===== src/rtl/vx_fixed_lat_sched.sv =====
// Issue scheduler for a shared fixed-latency execution pipe.
// Round-robin arbitrates NUM_REQS requesters onto one external pipe whose
// result appears DEPTH cycles after issue. A {valid, tag} delay line tracks
// in-flight work, and completed results land in an output FIFO. Issue is
// credit-gated against that FIFO, so the pipe never needs a stall input.
//
// Handshakes: a request transfers in a cycle where req_valid[i] and
// req_ready[i] are both high (req_ready is one-hot or zero, combinational
// on req_valid); a response transfers in a cycle where rsp_valid and
// rsp_ready are both high. exe_valid is a pure strobe and has no ready.
module vx_fixed_lat_sched #(
  parameter int NUM_REQS  = 4,
  parameter int DATAW     = 32,
  parameter int DEPTH     = 4,
  parameter int OBUF_SIZE = 4,
  parameter int TAGW      = (NUM_REQS > 1) ? $clog2(NUM_REQS) : 1
) (
  input  logic                      clk,
  input  logic                      reset,
  input  logic [NUM_REQS-1:0]       req_valid,
  input  logic [NUM_REQS*DATAW-1:0] req_data,
  output logic [NUM_REQS-1:0]       req_ready,
  output logic                      exe_valid,
  output logic [DATAW-1:0]          exe_data,
  input  logic [DATAW-1:0]          exe_result,
  output logic                      rsp_valid,
  output logic [DATAW-1:0]          rsp_data,
  output logic [TAGW-1:0]           rsp_tag,
  input  logic                      rsp_ready
);

  localparam int CNTW = $clog2(OBUF_SIZE + 1);
  localparam int PTRW = (OBUF_SIZE > 1) ? $clog2(OBUF_SIZE) : 1;

  // Credit counter, round-robin pointer
  logic [CNTW-1:0]  r_cnt;
  logic [TAGW-1:0]  r_rr;

  // Tracking line
  logic             r_trk_vld [DEPTH];
  logic [TAGW-1:0]  r_trk_tag [DEPTH];

  // Output FIFO
  logic [DATAW-1:0] r_mem_data [OBUF_SIZE];
  logic [TAGW-1:0]  r_mem_tag  [OBUF_SIZE];
  logic [PTRW-1:0]  r_wptr;
  logic [PTRW-1:0]  r_rptr;
  logic [CNTW-1:0]  r_occ;

  logic             w_can_issue;
  logic             w_issue;
  logic             w_rsp_fire;
  logic             w_push;
  logic             w_pop;
  logic             w_full;
  logic             w_hi_found;
  logic             w_lo_found;
  logic [TAGW-1:0]  w_hi_idx;
  logic [TAGW-1:0]  w_lo_idx;
  logic [TAGW-1:0]  w_gnt;

  // Issue is held off during reset so nothing enters the pipe while state clears.
  assign w_can_issue = !reset && (r_cnt < CNTW'(OBUF_SIZE));
  assign w_issue     = w_can_issue && (|req_valid);
  assign exe_valid   = w_issue;

  assign rsp_valid   = (r_occ != '0);
  assign w_rsp_fire  = rsp_valid && rsp_ready;
  assign w_pop       = w_rsp_fire;
  assign w_push      = r_trk_vld[DEPTH-1];
  assign w_full      = (r_occ == CNTW'(OBUF_SIZE));
  assign rsp_data    = r_mem_data[r_rptr];
  assign rsp_tag     = r_mem_tag[r_rptr];

  // Round-robin pick: lowest valid index at/above rr, else lowest valid below rr.
  always_comb begin
    w_hi_found = 1'b0;
    w_lo_found = 1'b0;
    w_hi_idx   = '0;
    w_lo_idx   = '0;
    for (int i = NUM_REQS - 1; i >= 0; i--) begin
      if (req_valid[i]) begin
        if (i >= int'(r_rr)) begin
          w_hi_found = 1'b1;
          w_hi_idx   = TAGW'(i);
        end else begin
          w_lo_found = 1'b1;
          w_lo_idx   = TAGW'(i);
        end
      end
    end
    w_gnt = w_hi_found ? w_hi_idx : w_lo_idx;
  end

  // Ready to the granted requester and operand mux to the pipe.
  always_comb begin
    req_ready = '0;
    exe_data  = '0;
    for (int i = 0; i < NUM_REQS; i++) begin
      if (w_gnt == TAGW'(i)) begin
        req_ready[i] = w_issue;
        exe_data     = req_data[i*DATAW +: DATAW];
      end
    end
  end

  // Credits: ops in flight plus buffered results; issue and pop together cancel.
  always_ff @(posedge clk) begin
    if (reset) begin
      r_cnt <= '0;
    end else if (w_issue && !w_rsp_fire) begin
      r_cnt <= r_cnt + 1'b1;
    end else if (!w_issue && w_rsp_fire) begin
      r_cnt <= r_cnt - 1'b1;
    end
  end

  // Pointer advances past the winner on issue only; no lock is held.
  always_ff @(posedge clk) begin
    if (reset) begin
      r_rr <= '0;
    end else if (w_issue) begin
      r_rr <= (w_gnt == TAGW'(NUM_REQS - 1)) ? '0 : w_gnt + 1'b1;
    end
  end

  // Valid half of the tracking line shifts every cycle; reset drops in-flight ops.
  always_ff @(posedge clk) begin
    if (reset) begin
      for (int i = 0; i < DEPTH; i++) r_trk_vld[i] <= 1'b0;
    end else begin
      r_trk_vld[0] <= w_issue;
      for (int i = 1; i < DEPTH; i++) r_trk_vld[i] <= r_trk_vld[i-1];
    end
  end

  // Tag half of the tracking line; only meaningful where the valid bit is set.
  always_ff @(posedge clk) begin
    r_trk_tag[0] <= w_gnt;
    for (int i = 1; i < DEPTH; i++) r_trk_tag[i] <= r_trk_tag[i-1];
  end

  // FIFO storage: capture the pipe result with its tag when the tail is valid.
  always_ff @(posedge clk) begin
    if (w_push) begin
      r_mem_data[r_wptr] <= exe_result;
      r_mem_tag[r_wptr]  <= r_trk_tag[DEPTH-1];
    end
  end

  // FIFO pointers and occupancy; simultaneous push and pop is legal at any level.
  always_ff @(posedge clk) begin
    if (reset) begin
      r_wptr <= '0;
      r_rptr <= '0;
      r_occ  <= '0;
    end else begin
      if (w_push) r_wptr <= (r_wptr == PTRW'(OBUF_SIZE - 1)) ? '0 : r_wptr + 1'b1;
      if (w_pop)  r_rptr <= (r_rptr == PTRW'(OBUF_SIZE - 1)) ? '0 : r_rptr + 1'b1;
      if (w_push && !w_pop)      r_occ <= r_occ + 1'b1;
      else if (!w_push && w_pop) r_occ <= r_occ - 1'b1;
    end
  end

  // Credit gating must make an unpopped push into a full buffer impossible.
  assert property (@(posedge clk) disable iff (reset) !(w_push && w_full && !w_pop));

endmodule


===== config.mk =====
export PLATFORM = sky130hd
export DESIGN_NAME = vx_fixed_lat_sched
export DESIGN_NICKNAME = d
export VERILOG_FILES = /design/src/rtl/vx_fixed_lat_sched.sv
export SDC_FILE = /design/constraint.sdc
export NUM_CORES = 1
export LEC_CHECK = 0
export CORE_AREA = 4 4 132 134
export CTS_BUF_LIST = sky130_fd_sc_hd__clkbuf_2
export CTS_CLUSTER_DIAMETER = 150
export DETAILED_ROUTE_END_ITERATION = 12
export DIE_AREA = 0 0 136 138
export PLACE_DENSITY_LB_ADDON = 0.12
export SLEW_MARGIN = 0
export SYNTH_ARGS = -nofsm -noshare
export SYNTH_HDL_FRONTEND = slang
export SYNTH_SLANG_ARGS = --single-unit

===== constraint.sdc =====
create_clock -name clk -period 2.9 [get_ports clk]
set_input_delay 0.29 -clock clk [delete_from_list [all_inputs] [get_ports clk]]
set_output_delay 0.29 -clock clk [all_outputs]
set_load 0.03 [all_outputs]

Word-level counts from Yosys, hierarchy flattened. Memory sizes are Yosys's and may differ from the RTL's. A register that Yosys moved wholly into a read port is not among the register bits. Index checks and enable logic that the tools add are counted.

Multiplexer cells: 49. Reductions and logical operators: 16. Shift-type cells: 0. Order comparisons: 4. Add/sub/neg operators: 7. Multipliers: 0. Bitwise gates (word level): 4. Eq/ne operators: 5. Div/mod/pow operators: 0.

Operators by type and width (count): $mux W32 (4); $mux W2 (21); $mux W1 (20); $mux W3 (4); $eq A2 B2 Y1 const B (4); $logic_and A1 B1 Y1 (7); $add A2 B1 Y2 const B (3); $add A3 B1 Y3 const B (2); $sub A3 B1 Y3 const B (2); $ge A1 B2 Y1 const A (2); $logic_not A1 Y1 (4); $or A1 B1 Y1 (4); $reduce_bool A2 Y1 (2); $reduce_or A4 Y1 (1); $lt A3 B3 Y1 const B (1); $reduce_bool A3 Y1 (1); $eq A2 B1 Y1 const B (1); $ge A2 B2 Y1 const A (1); $logic_not A2 Y1 (1).

Logic and storage cells: 94. Memories kept: 4. ROM bits: 0. Memory bits (writable): 148. Output and inout port bits: 72. Bits of input ports: 167. Bits in registers: 12. Latch bits: 0.

Memories: r_mem_data (words 4, width 32, read ports 1, clocked after Yosys merged registers in 1, write ports 1, line 44) `logic [DATAW-1:0] r_mem_data [OBUF_SIZE];`; r_mem_tag (words 4, width 2, read ports 1, clocked after Yosys merged registers in 1, write ports 1, line 45) `logic [TAGW-1:0] r_mem_tag [OBUF_SIZE];`; r_trk_tag (words 4, width 2, read ports 4, clocked after Yosys merged registers in 0, write ports 4, line 41) `logic [TAGW-1:0] r_trk_tag [DEPTH];`; r_trk_vld (words 4, width 1, read ports 4, clocked after Yosys merged registers in 0, write ports 4, line 40) `logic r_trk_vld [DEPTH];`.

Depth between registers and ports, before layout.
Depth in word-level cells: 13. Depth in mapped cells: 9. Depth with buffers taken out: 9.

Worst setup path after synthesis. No wires, ideal clock.

Path type: flip-flop to output port. From: register r_rr[1]. To: output port exe_data[13]. Data arrival time: 2.059 ns. Setup slack: 0.551 ns. Required time: 2.610 ns. Buffers on the path: 2. Stages on the path, launching flop included: 10. Cells stage by stage: dfxtp_1 > o21ai_1 > a221oi_1 > or2_1 > ha_1 > buf_2 > buf_1 > a21oi_1 > o21ai_1 > a22o_1.

Word-level cells in the longest chain between the ends: 13. Elaborated cells between the ends (all ways): 30. Those cells by class: 3 x order compare; 3 x eq/ne; 23 x mux; 1 x reduce/logical.

Ends and longest elaborated chain: start, declared (line 37) `logic [TAGW-1:0] r_rr;`; start signal, assigned (line 123) `r_rr <= (w_gnt == TAGW'(NUM_REQS - 1)) ? '0 : w_gnt + 1'b1;`; $ge A2 B2 Y1 (line 83) `if (i >= int'(r_rr)) begin`; $mux W2 / $mux W1 (equally long branches) (line 83); $mux W2 / $mux W1 (equally long branches) (line 82) `if (req_valid[i]) begin`; $mux W2 / $mux W1 (equally long branches) (line 83); $mux W2 / $mux W1 (equally long branches) (line 82); $mux W2 / $mux W1 (equally long branches) (line 83); $mux W2 / $mux W1 (equally long branches) (line 82); $mux W2 * (line 92) `w_gnt = w_hi_found ? w_hi_idx : w_lo_idx;`; named net w_gnt[0] (line 60) `logic [TAGW-1:0] w_gnt;`; $logic_not A2 Y1 (line 100) `if (w_gnt == TAGW'(i)) begin`; $mux W32 (3 in series) (line 100); $mux W32 * (line 100); end, declared (line 24) `output logic [DATAW-1:0] exe_data,`.

The timed path passes the listed nets; every way through them passes the cells marked *.

Worst setup path in the final report.
From: register r_rr[0]. To: output port exe_data[31].

The elaborated chain is that of the path after synthesis.

==> flow_metrics.py <==
metrics = {
    "power": {
        "power_per_cell_area_nw_per_um2": 856,
        "peakVddDrop_uv": 828,
        "leakage_nw": 4.15,
    },
    "die": {
        "die_width_um": 136,
        "ioPinCount": 239,
        "fp-row-count": 47,
        "dieArea_um2": 18800,
        "core_area_um2": 16300,
        "die_h_um": 138,
        "start_util": 0.439,
    },
    "job": {
        "maxCapViolCount": 0,
    },
    "min_path": {
        "hold_end": "r_mem_data[2][6]",
        "hold_depth": 1,
        "worstHoldStart": "exe_result[6]",
        "hold_class": "in2reg",
    },
    "critical_path": {
        "path_cells": "buf_6 -> inv_4 -> a221oi_4 -> or2_4 -> buf_6 -> ha_4 -> buf_12 -> a21oi_1 -> a22o_1 -> buf_12",
        "critical_path_class": "reg2out",
        "cp_top_family": "compound AO/OA/AOI/OAI gates",
        "endpoint_kind": "output pin",
        "startpoint_type": "register",
        "cp.required_ps": 2610,
        "ff2ff_path_depth": 7,
        "r2r-start": "r_occ[0]",
        "cp_max_fo": 16,
        "crit_buf_inv": 5,
        "ff2ff_setup_slack_ps": 540,
        "timing.critical_path.from": "r_rr[0]",
        "cp.arrival_ps": 2730,
        "timing.rr.end": "r_cnt[2]",
        "cpPeakStageDelay_ps": 420,
        "cpMaxStageDelayCell": "dfxtp_4",
    },
    "cells_and_area": {
        "finalNetCount": 964,
        "multiInputGateArea_um2": 2420,
        "final_cell_mix": "168 x clkdlybuf4s50_1, 136 x edfxtp_1, 53 x a21oi_1",
        "n_fill_cell": 1207,
        "drive_gt1_frac": 0.255,
        "final_common_cell": "clkdlybuf4s50_1",
        "area_delta_synth_final_pct": 53.6,
        "seqCellArea_um2": 4610,
        "finish.utilization": 0.674,
    },
    "sta": {
        "drv_slew": 0,
        "post-route-period-util": 1.04,
        "max-slew-margin-rel": 0.651,
        "worst_pin_slew_ps": 520,
        "hold_violations": 0,
        "finalSetupViolations": 32,
        "fin_skew_ps": 35.3,
        "layout_setup_ws_ps": -121,
        "hold-worst-slack_ps": 234,
        "rsz0062_at_grt": "true",
        "fin_crit_ps": 3020,
        "fmax_mhz": 331,
    },
    "clock_network": {
        "cts.sinks": 162,
        "clock_path_buffers": 2,
        "tritoncts": "done",
        "ctsHoldBuffers": 0,
        "cts.htree.levels": 4,
        "clock-root-buffer": "clkbuf_2",
        "cts-buffers-inserted": 17,
        "path_clk_slew_ps": 230,
        "clk_latency_ps": 670,
    },
    "yosys": {
        "synth-seq-cells": 162,
        "ys_dominant_reg_cell": "edfxtp_1",
        "seq_area_frac_synth": 0.644,
        "syn_area_um2": 7140,
        "synthCells": 503,
        "yosysWarnings": 0,
        "syn-num-nets": 683,
        "async_flop_share": 0,
        "synth_edf_count": 136,
        "ys_types": 33,
        "syn_avg_cell_area_um2": 14.2,
    },
    "global_route": {
        "overflow": 0,
        "antenna_found_initial": 2,
        "grt_usage": 0.204,
        "grt_max_degree": 38,
        "grt_pass1_wl_mm": 29.4,
        "grt_pass1_vias": 5683,
    },
    "drt": {
        "vias": 5363,
        "via_per_inst": 5.26,
        "ant_nets": 0,
        "drc": 0,
        "drt-total-wl_mm": 20.8,
        "wire_per_inst_um": 20.4,
        "first_pass_iters": 4,
        "drtIter0Drc": 267,
    },
    "placed_design": {
        "port_buffers": 238,
        "hpwl_mm": 13.6,
        "place.gp.congestion": 0.815,
    },
    "status": {
        "violations": "setup timing",
        "status": "finished, violations left",
    },
}
[sequential cells by signal, summed over array words and instances (netlist names), named ones only]
signal      flops
r_cnt           3
r_trk_vld       4
r_trk_tag       8
r_mem_tag       8
r_mem_data    128
r_wptr          2
r_rr            2
r_rptr          2
r_occ           3
[worst reg2reg max path, cell delays in order, from the launching register on]
cell and delay [ps]:
dfxtp_1 420, o31ai_2 520, ha_1 300, inv_1 60, fa_1 380, xor2_1 180, or3_1 310, a21oi_1 140
[synth_stat cells, types with 2 or more instances]
cell type    n  share of area
mux4_2      34           0.11
clkbuf_1    12         0.0063
buf_1        7         0.0037
o21ai_0     23          0.016
a22o_1      32          0.039
nor2_1      11         0.0058
dfxtp_1     26          0.073
mux2i_1      5         0.0070
buf_6        3         0.0047
o211ai_1     2         0.0021
o31ai_2      2         0.0035
and2_1       8         0.0070
o21ai_1     13         0.0091
edfxtp_1   136           0.57
nor2b_1      4         0.0035
inv_1       42          0.022
xor2_1       4         0.0049
ha_1        11          0.019
fa_1         2         0.0056
a21oi_1     68          0.048
nand2_1     33          0.017
buf_2       11         0.0077
or3_1        4         0.0035
[cell type report]
class,instances,area share
clock inverter,13,0.0136
inverter,43,0.0149
antenna,2,0.000456
sequential,162,0.420
tap,220,0.0251
clock buffer,19,0.00866
timing repair buffer,296,0.297
multi-input combinational,264,0.220
[timing repair]
item,CTS,global route
resized for setup,73,67
pin swaps,8,16
cloned,5,8
hold endpoints to repair,0,0
endpoints found under the setup margin,60,44
buffers inserted,8,7
[stage by stage]
stage	area (µm²)	setup slack [ps]	TNS [ps]	std cells	power, W
after CTS	10500	-159	-4040	1002	0.00891
after global placement	9920	21.5	0	957	0.00717
after floorplan	7140	551	0	503	0.00547
final	11000	-121	-2480	1019	0.00939
after detailed placement	9920	-6.92	-11.8	957	0.00723
after global routing	11000	-329	-9250	1019	0.00986
[power breakdown]
part | internal [W] | leakage (nW) | total [W] | switching [W]
combinational | 0.00264 | 2.57 | 0.00542 | 0.00278
sequential | 0.00267 | 1.44 | 0.00279 | 0.000114
clock | 0.000415 | 0.138 | 0.00118 | 0.000768
[metal layers]
layer,vias up,global-route usage,share of wire
met1,2615,0.211,0.36
met2,227,0.373,0.54
met5,-,0,0
met4,0,0.0966,0.038
li1,2478,-,-
met3,43,0.0585,0.071
[how the worst max path moves through the flow]
stage | end | slack [ps] | cells after the start
after floorplan | exe_data[13] | 550 | 9
after global placement | exe_data[13] | 20 | 10
after detailed placement | exe_data[13] | -7 | 10
after CTS | exe_data[21] | -160 | 9
after global routing | exe_data[31] | -330 | 10
final | exe_data[31] | -120 | 10
[cell families after synthesis]
logic type,after synthesis,share of synthesized area
flip-flops,162,0.644
adder cells (fa/ha/maj),13,0.0249
AND/OR/NAND/NOR,63,0.0413
multiplexers,39,0.114
buffers and inverters,77,0.0461
XOR/XNOR,4,0.00490
AO/OA/AOI/OAI,145,0.124
(Power assumes the default switching activity.)
